`config.mk`:
```
export PLATFORM = sky130hd
export DESIGN_NAME = vsi_ctrl_unit
export DESIGN_NICKNAME = d
export VERILOG_FILES = /design/src/rtl/vsi_ctrl_unit.sv
export SDC_FILE = /design/constraint.sdc
export NUM_CORES = 1
export LEC_CHECK = 0
export BUFFER_PORTS_ARGS = -buffer_cell sky130_fd_sc_hd__buf_2
export CORE_MARGIN = 5
export CORE_UTILIZATION = 58
export DETAILED_ROUTE_END_ITERATION = 6
export PLACE_DENSITY = 0.89
export SLEW_MARGIN = 20
export SYNTH_ARGS = -nofsm -noshare
export SYNTH_HDL_FRONTEND = slang
export SYNTH_SLANG_ARGS = --single-unit
```
`constraint.sdc`:
```
create_clock -name vsi_clk -period 3.85 [get_ports vsi_clk]
set_input_delay 0.1925 -clock vsi_clk [delete_from_list [all_inputs] [get_ports vsi_clk]]
set_output_delay 0.1925 -clock vsi_clk [all_outputs]
set_load 0.03 [all_outputs]
```
`src/rtl/vsi_ctrl_unit.sv`:
```
// vsi_ctrl_unit: RVV instruction buffer, decode/legality check and READ/EXEC/WB sequencer.
// Define VSI_INSN_FIFO_EN for a FIFO_DEPTH-entry buffer; otherwise a single holding register.
module vsi_ctrl_unit #(
    parameter int FIFO_DEPTH = 2
) (
    input  logic        vsi_clk,
    input  logic        vsi_rst,
    input  logic        vsi_insn_valid,
    output logic        vsi_insn_ready,
    input  logic [31:0] vsi_insn,
    input  logic        cfg_lmul,
    input  logic        cfg_sew,
    output logic        exec_en,
    output logic        is_vxor,
    output logic        is_vmacc,
    output logic        is_vredsum,
    output logic        is_vslideup,
    output logic        is_vrgather,
    output logic        vsi_lmul,
    output logic        vsi_sew,
    output logic [4:0]  vd_addr,
    output logic [4:0]  vs1_addr,
    output logic [4:0]  vs2_addr,
    output logic [4:0]  uimm,
    output logic        wb_en,
    output logic        vsi_done,
    output logic        vsi_illegal
);
    typedef enum logic [2:0] {IDLE, DECODE, READ, EXEC, WB} state_t;

    if (FIFO_DEPTH < 2 || (FIFO_DEPTH & (FIFO_DEPTH - 1)) != 0) begin : g_bad_depth
        $error("FIFO_DEPTH must be a power of two >= 2");
    end

    state_t      state;
    logic [33:0] entry;
    logic [33:0] head;
    logic        full;
    logic        empty;
    logic        push;
    logic        pop;

    assign entry = {vsi_insn, cfg_lmul, cfg_sew};
    assign push  = vsi_insn_valid & vsi_insn_ready;
    assign pop   = (state == IDLE) & ~empty;

`ifdef VSI_INSN_FIFO_EN
    localparam int AW = $clog2(FIFO_DEPTH);
    logic [33:0]   mem [FIFO_DEPTH];
    logic [AW-1:0] wr_ptr;
    logic [AW-1:0] rd_ptr;
    logic [AW:0]   count;

    assign full           = count == (AW + 1)'(FIFO_DEPTH);
    assign empty          = count == '0;
    assign head           = mem[rd_ptr];
    assign vsi_insn_ready = ~full;

    always_ff @(posedge vsi_clk) begin
        if (push)
            mem[wr_ptr] <= entry;
    end

    always_ff @(posedge vsi_clk) begin
        if (vsi_rst) begin
            wr_ptr <= '0;
            rd_ptr <= '0;
            count  <= '0;
        end else begin
            wr_ptr <= push ? wr_ptr + 1'b1 : wr_ptr;
            rd_ptr <= pop ? rd_ptr + 1'b1 : rd_ptr;
            count  <= count + (AW + 1)'(push) - (AW + 1)'(pop);
        end
    end
`else
    logic [33:0] hold;
    logic        held;

    assign full           = held;
    assign empty          = ~held;
    assign head           = hold;
    assign vsi_insn_ready = ~held & (state == IDLE);

    always_ff @(posedge vsi_clk) begin
        if (vsi_rst) begin
            hold <= '0;
            held <= 1'b0;
        end else if (push) begin
            hold <= entry;
            held <= 1'b1;
        end else if (pop) begin
            held <= 1'b0;
        end
    end
`endif

    // Decode runs on the buffer head so the illegal pulse lands in the DECODE cycle.
    logic [31:0] h_insn;
    logic [5:0]  h_f6;
    logic [2:0]  h_f3;
    logic [4:0]  h_vd;
    logic [4:0]  h_vs1;
    logic [4:0]  h_vs2;
    logic        h_lmul;
    logic [4:0]  d_op;
    logic        d_legal;
    logic        grp_bad;
    logic        ovl_bad;

    assign h_insn = head[33:2];
    assign h_lmul = head[1];
    assign h_f6   = h_insn[31:26];
    assign h_f3   = h_insn[14:12];
    assign h_vd   = h_insn[11:7];
    assign h_vs1  = h_insn[19:15];
    assign h_vs2  = h_insn[24:20];
    assign d_op   = {h_f3 == 3'b000 && h_f6 == 6'b001011,
                     h_f3 == 3'b010 && h_f6 == 6'b101101,
                     h_f3 == 3'b010 && h_f6 == 6'b000000,
                     h_f3 == 3'b011 && h_f6 == 6'b001110,
                     h_f3 == 3'b000 && h_f6 == 6'b001100};
    assign grp_bad = h_lmul & ((h_vd[1:0] != 2'b00) | (h_vs2[1:0] != 2'b00) |
                               (~d_op[2] & (h_vs1[1:0] != 2'b00)));
    assign ovl_bad = (d_op[1] | d_op[0]) & (h_vd == h_vs2);
    assign d_legal = (h_insn[6:0] == 7'b1010111) & h_insn[25] & (d_op != '0) & ~grp_bad & ~ovl_bad;

    logic [4:0] op;
    logic [4:0] w_op;
    logic       w_legal;
    logic [4:0] w_vd;
    logic [4:0] w_vs1;
    logic [4:0] w_vs2;
    logic       w_lmul;
    logic       w_sew;
    logic [1:0] cnt;
    logic [1:0] last;

    assign {is_vxor, is_vmacc, is_vredsum, is_vslideup, is_vrgather} = op;
    assign uimm = vs1_addr;
    assign last = (is_vredsum & vsi_lmul) ? 2'd3 : 2'd0;

    always_ff @(posedge vsi_clk) begin
        if (vsi_rst) begin
            state       <= IDLE;
            cnt         <= '0;
            op          <= '0;
            vd_addr     <= '0;
            vs1_addr    <= '0;
            vs2_addr    <= '0;
            vsi_lmul    <= 1'b0;
            vsi_sew     <= 1'b0;
            exec_en     <= 1'b0;
            wb_en       <= 1'b0;
            vsi_done    <= 1'b0;
            vsi_illegal <= 1'b0;
            w_op        <= '0;
            w_legal     <= 1'b0;
            w_vd        <= '0;
            w_vs1       <= '0;
            w_vs2       <= '0;
            w_lmul      <= 1'b0;
            w_sew       <= 1'b0;
        end else begin
            vsi_illegal <= 1'b0;
            wb_en       <= 1'b0;
            vsi_done    <= 1'b0;
            case (state)
                IDLE: if (pop) begin
                    w_op        <= d_op;
                    w_legal     <= d_legal;
                    w_vd        <= h_vd;
                    w_vs1       <= h_vs1;
                    w_vs2       <= h_vs2;
                    w_lmul      <= h_lmul;
                    w_sew       <= head[0];
                    vsi_illegal <= ~d_legal;
                    state       <= DECODE;
                end
                DECODE: begin
                    if (w_legal) begin
                        op       <= w_op;
                        vd_addr  <= w_vd;
                        vs1_addr <= w_vs1;
                        vs2_addr <= w_vs2;
                        vsi_lmul <= w_lmul;
                        vsi_sew  <= w_sew;
                    end
                    state <= w_legal ? READ : IDLE;
                end
                READ: begin
                    exec_en <= 1'b1;
                    cnt     <= '0;
                    state   <= EXEC;
                end
                EXEC: if (cnt == last) begin
                    exec_en  <= 1'b0;
                    wb_en    <= 1'b1;
                    vsi_done <= 1'b1;
                    state    <= WB;
                end else begin
                    cnt <= cnt + 2'd1;
                end
                WB: begin
                    op       <= '0;
                    vd_addr  <= '0;
                    vs1_addr <= '0;
                    vs2_addr <= '0;
                    vsi_lmul <= 1'b0;
                    vsi_sew  <= 1'b0;
                    state    <= IDLE;
                end
                default: state <= IDLE;
            endcase
        end
    end
endmodule

```
**Yosys cells after proc, flatten, opt, wreduce, memory -nomap -nowiden**

Index checks and enable logic that the tools add are counted.

- Mux-type cells: 24
- Bitwise gates (word level): 22
- Add/subtract/negate cells: 1
- Equal/unequal tests: 17
- Reduce and logical (&&, ||, !) cells: 22

Operators by type and width:

| operator | count |
|---|---|
| one-hot mux 5 bit (2 select lines) | 4 |
| two-way mux 5 bit | 4 |
| equality test 6 x 4 -> 1 bit, second input constant | 3 |
| equality test 3 x 2 -> 1 bit, second input constant | 4 |
| one-hot mux 3 bit (4 select lines) | 1 |
| nonzero test 2 bit | 6 |
| bitwise AND 1 bit | 11 |
| AND reduction 2 bit | 5 |
| != test 2 bit, second input constant | 4 |
| NOT 1 bit | 8 |
| equality test 7 bit, second input constant | 1 |
| equality test 6 bit, second input constant | 1 |
| logical NOT 3 bit | 2 |
| logical NOT 6 bit | 1 |
| two-way mux 1 bit | 6 |
| two-way mux 2 bit | 3 |
| two-way mux 3 bit | 2 |
| one-hot mux 1 bit (2 select lines) | 3 |
| equality test 5 bit | 1 |
| logical AND 1 bit | 5 |
| nonzero test 5 bit | 1 |
| one-hot mux 2 bit (2 select lines) | 1 |
| equality test 3 x 1 -> 1 bit, second input constant | 1 |
| equality test 3 bit, second input constant | 1 |
| other kinds (5) | 7 |

- Bits in registers: 88

**Logic depth before layout (Yosys ltp)**

- Depth after elaboration: 10
- Depth in mapped cells: 7

**Worst setup path before layout**

No wires, ideal clock.

- Path type: register to register
- Start: reg state[1]
- End: reg hold[10], in the netlist head[10]
- Buffers on the path: 2
- Clock period less this slack: 1723 ps
- Data arrival time: 1590 ps
- Library setup time: 132 ps
- Stages on the path, launching flop included: 7
- Path slack: 2127 ps
- Required time: 3718 ps
- Path through: dfxtp_1 > buf_2 > nor4_4 > nand2_1 > clkbuf_1 > nand2_1 > a21oi_1

- Word-level cells in the longest chain between the ends: 3

RTL lines:

| what | line | RTL |
|---|---|---|
| from (decl) | 35 | `state_t state;` |
| from (signal assigned) | 188 | `state <= w_legal ? READ : IDLE;` |
| logical NOT 3 bit | 82 | `assign vsi_insn_ready = ~held & (state == IDLE);` |
| bitwise AND 1 bit | 82 |  |
| net vsi_insn_ready | 9 | `output logic vsi_insn_ready,` |
| bitwise AND 1 bit | 44 | `assign push = vsi_insn_valid & vsi_insn_ready;` |
| to (signal assigned) | 89 | `hold <= entry;` |
| to (decl) | 76 | `logic [33:0] hold;` |

The timed path passes the listed nets, and every way through them passes these cells.
A chain may end at the register's enable or synchronous reset.

**Final worst setup path**

- Start: reg state[0]
- End: reg w_op[3]

- Word-level cells in the longest chain between the ends: 3

RTL lines:

| what | line | RTL |
|---|---|---|
| logical NOT 3 bit * | 45, 167 |  |
| bitwise AND 1 bit | 45 | `assign pop = (state == IDLE) & ~empty;` |
| AND reduction 2 bit (no source line) * | - |  |
| to (signal assigned) | 169 | `w_op <= d_op;` |
| to (decl) | 128 | `logic [4:0] w_op;` |

Mark *: on every way between the ends. The rest lies on a longest branch, timed or not.

==> impl_metrics.csv <==
group,metric,value,unit
clock_tree,hold_buffers,0,
clock_tree,clock_insertion_delay_worst_skew,360,ps
power_and_ir_drop,total_switching_power,0.420,mW
worst_setup_path,critical_path_startpoint_category,"flip-flop",
power_and_ir_drop,power.internal,1.44,mW
sta,grt_setup_unrepaired,"no",
clock_tree,cts_tree,"yes",
power_and_ir_drop,power_density,474,nW/µm²
sta,max_slew_margin,43.6,%
outcome,outcome,"finished, final reports clean",
routing,post-route-drc-count,0,
finish,area_delta_synth_final,15.4,%
routing,antenna_left,0,
worst_setup_path,path_delay_family,"simple AND/OR/NAND/NOR gates",
clock_tree,max-clock-path-buffers,2,
floorplanning,core_region_area,5610,µm²
finish,nFillCells,469,
grt,first_global_vias,2763,
sta,setup-tns-final,0,ps
routing,detailroute.via_count,2940,
grt,groute.usage.overall,21.7,%
place,place_congestion,0.802,
worst_setup_path,timing_worst_setup_path_type,"reg -> reg",
worst_setup_path,worst_setup_path_end_kind,"flip-flop",
routing,wl_per_cell,13.8,µm
worst_setup_path,crit_path_max_fanout,26,
yosys,synth_area_per_cell,8.08,µm²
finish,diodes,0,
yosys,synth_flop_cell,"sky130_fd_sc_hd__dfxtp_1",
worst_setup_path,worstPathBufferInverterCount,0,
sta,fmax,0.517,GHz
yosys,netlist_top_cells_area,"sky130_fd_sc_hd__dfxtp_1 52%, sky130_fd_sc_hd__nand2_1 15%, sky130_fd_sc_hd__a21oi_1 11%",
clock_tree,clock-sinks,88,
yosys,synth_top_area_share,51.9,%
clock_tree,post_cts.resized_instances,0,
floorplanning,die-width,86.5,µm
grt,grt_antenna_before_repair,0,
clock_tree,cts_post_setup_buffers_inserted,0,
grt,grt_overflow_total,0,
finish,final_net_count,504,
yosys,async_flop_share,0,%
sta,timing_max_transition_violations_final,0,
finish,drive_above_1_share,19.3,%
place,io_buffer_count,68,
worst_setup_path,timing.critical_path.cells,"nor3_1, nand2_1, or2_0, a21oi_1",
place,hpwl,5120,µm
sta,worst-slew-pin-transition,844,ps
grt,grt_max_degree,48,
floorplanning,total_number_of_placement_rows,27,
power_and_ir_drop,seq_power_share,52.0,%
floorplanning,total_die_area,7480,µm²
power_and_ir_drop,power_frac_comb,6.9,%
yosys,netlist.top_cell.by_area,"sky130_fd_sc_hd__dfxtp_1",
power_and_ir_drop,power.static_leakage,1.55,nW
worst_setup_path,r2r_cells,4,
yosys,ys.warnings.count,0,
clock_tree,cts.reportedPaths.clkPinSlew,80,ps
run,max_cap_violations,0,
finish,fin_util,69.8,%
worst_setup_path,worstPathRequired,4140,ps
routing,via_to_cell_ratio,5.40,
sta,hold_violations_final,0,
yosys,synth-edff-count,0,
routing,detailedRoute.firstIterationViolations,170,
sta,final_period_minus_worst_setup_slack,1930,ps
sta,final.setup_skew,7.24,ps
clock_tree,cts_made_buffers,9,
power_and_ir_drop,clock_power_share,41.2,%
clock_tree,ctsRootBufferMaster,"sky130_fd_sc_hd__clkbuf_8",
yosys,cells_after_synth,420,
yosys,synth.yosys.seq_area_share,51.9,%
floorplanning,initial_standard_cell_utilization_of_the_core,60.5,%
finish,area_of_the_multi_input_gates,1470,µm²
worst_setup_path,worst_path_max_delay_cell,"sky130_fd_sc_hd__nand2_1",
floorplanning,die_height,86.5,µm
sta,post-route-period-util,50.2,%
yosys,yosys_register_bits,88,
worst_setup_path,critical_path.max_stage_delay,560,ps
worst_setup_path,cp.depth,4,
min_path,worstHoldPathCells,3,
grt,grt_first_pass_wirelength,12800,µm
routing,drt_pass1_iterations,4,
clock_tree,cts.htree.levels,3,
routing,routed_wl,7520,µm
floorplanning,top_level_ports,69,
yosys,synthDistinctLibCells,40,
power_and_ir_drop,power.switching_fraction,22.7,%
sta,setup_violations,0,
worst_setup_path,worst_ep_arrival_time,2220,ps
finish,seq_area,1760,µm²
yosys,syn-num-nets,457,
yosys,syn-cell-area,3390,µm²
min_path,timing.hold.worst.class,"in -> reg",
power_and_ir_drop,irDropWorstVdd,0.000257,V
[cells by family after synthesis]
logic type / share of synthesized area, %
and+or+nand+nor: 26.0
AOI/OAI and AO/OA: 15.6
DFF: 51.9
buffers and inverters: 4.87
xor gates and xnor gates: 1.29
muxes: 0.295
[path summary, 6_finish.rpt]
kind / start / endpoint / slack (ps)
hold reg to reg: head[19] / w_vs1[2] / 450
setup reg to reg: state[0] / w_op[3] / 1920
hold / removal: vsi_insn[10] / head[12] / 70
setup / recovery: state[0] / w_op[3] / 1920
[power groups by stage]
stage / clock network (mW) / logic (mW) / registers (mW)
2_1_floorplan: 0 / 0.0960 / 0.978
3_3_place_gp: 0 / 0.122 / 0.983
3_5_place_dp: 0 / 0.127 / 0.985
4_1_cts: 0.777 / 0.128 / 0.964
5_1_grt: 0.817 / 0.144 / 0.969
6_report: 0.764 / 0.128 / 0.964
[state kept, by name (all words and copies together), names as in the netlist, 2 cells and up]
signal / flops
state: 3
head: 34
op: 5
vd_addr: 5
uimm: 5
vs2_addr: 5
w_op: 5
w_vs1: 5
w_vs2: 5
w_vd: 5
cnt: 2
[placed cells by master, fill, tap and decap left out, types with 2 or more instances in the layout]
master	instances
sky130_fd_sc_hd__nor2b_1	2
sky130_fd_sc_hd__a21oi_1	75
sky130_fd_sc_hd__nor2_1	18
sky130_fd_sc_hd__nand2b_1	2
sky130_fd_sc_hd__xor2_1	2
sky130_fd_sc_hd__dfxtp_1	88
sky130_fd_sc_hd__a21o_1	2
sky130_fd_sc_hd__o21ai_0	2
sky130_fd_sc_hd__nor3_1	7
sky130_fd_sc_hd__nand2_1	138
sky130_fd_sc_hd__o211ai_1	2
sky130_fd_sc_hd__clkbuf_8	10
sky130_fd_sc_hd__bufinv_16	3
sky130_fd_sc_hd__and2_1	3
sky130_fd_sc_hd__nand3_1	8
sky130_fd_sc_hd__xnor2_1	3
sky130_fd_sc_hd__nand3b_1	2
sky130_fd_sc_hd__a22oi_1	9
sky130_fd_sc_hd__buf_2	68
sky130_fd_sc_hd__or4_1	2
[layer usage]
| layer | GRT usage [%] | routed length (µm) |
|---|---|---|
| met1 | 26.7 | 3310 |
| met2 | 34.8 | 3590 |
| met3 | 5.89 | 430 |
| met4 | 11.0 | 192 |
| met5 | 0 | 0 |
[through the flow]
step / setup slack, ps / std cells / hold WS, ps / power, mW / area, µm²
final: 1920 / 544 / 66.0 / 1.86 / 3920
after global placement: 1790 / 528 / 433 / 1.11 / 3670
after detailed placement: 1750 / 528 / 441 / 1.11 / 3670
after floorplan: 2130 / 420 / 328 / 1.07 / 3390
after CTS: 1730 / 544 / 51.1 / 1.87 / 3910
after global routing: 1730 / 544 / 45.0 / 1.93 / 3920
[final cells by class]
class                   count  area share (%)
flip-flops and latches     88            45.0
repair buffers             69            8.88
multi-input cells         299            37.6
well taps                  72            2.30
clock buffers              11            3.61
clock inverters             5            2.65
[worst min-delay path, stage by stage]
cell,delay (ps)
sky130_fd_sc_hd__buf_2,90
sky130_fd_sc_hd__nand2_1,50
sky130_fd_sc_hd__a21oi_1,50
[cells in the mapped netlist, types with 2 or more instances]
cell                       instances
sky130_fd_sc_hd__or4_1             2
sky130_fd_sc_hd__nand2_1         139
sky130_fd_sc_hd__a21oi_1          75
sky130_fd_sc_hd__nand3_1           8
sky130_fd_sc_hd__nor3_1            7
sky130_fd_sc_hd__dfxtp_1          88
sky130_fd_sc_hd__buf_4             9
sky130_fd_sc_hd__and2_1            4
sky130_fd_sc_hd__nand2b_1          2
sky130_fd_sc_hd__buf_2             6
sky130_fd_sc_hd__xnor2_1           3
sky130_fd_sc_hd__nor2_1           18
sky130_fd_sc_hd__a21o_1            2
sky130_fd_sc_hd__o21ai_0           2
sky130_fd_sc_hd__xor2_1            2
sky130_fd_sc_hd__clkbuf_1         18
sky130_fd_sc_hd__a22oi_1           9
sky130_fd_sc_hd__nand3b_1          2
sky130_fd_sc_hd__nor2b_1           2
sky130_fd_sc_hd__o211ai_1          2
No activity file was read; power rests on OpenSTA's default activity.
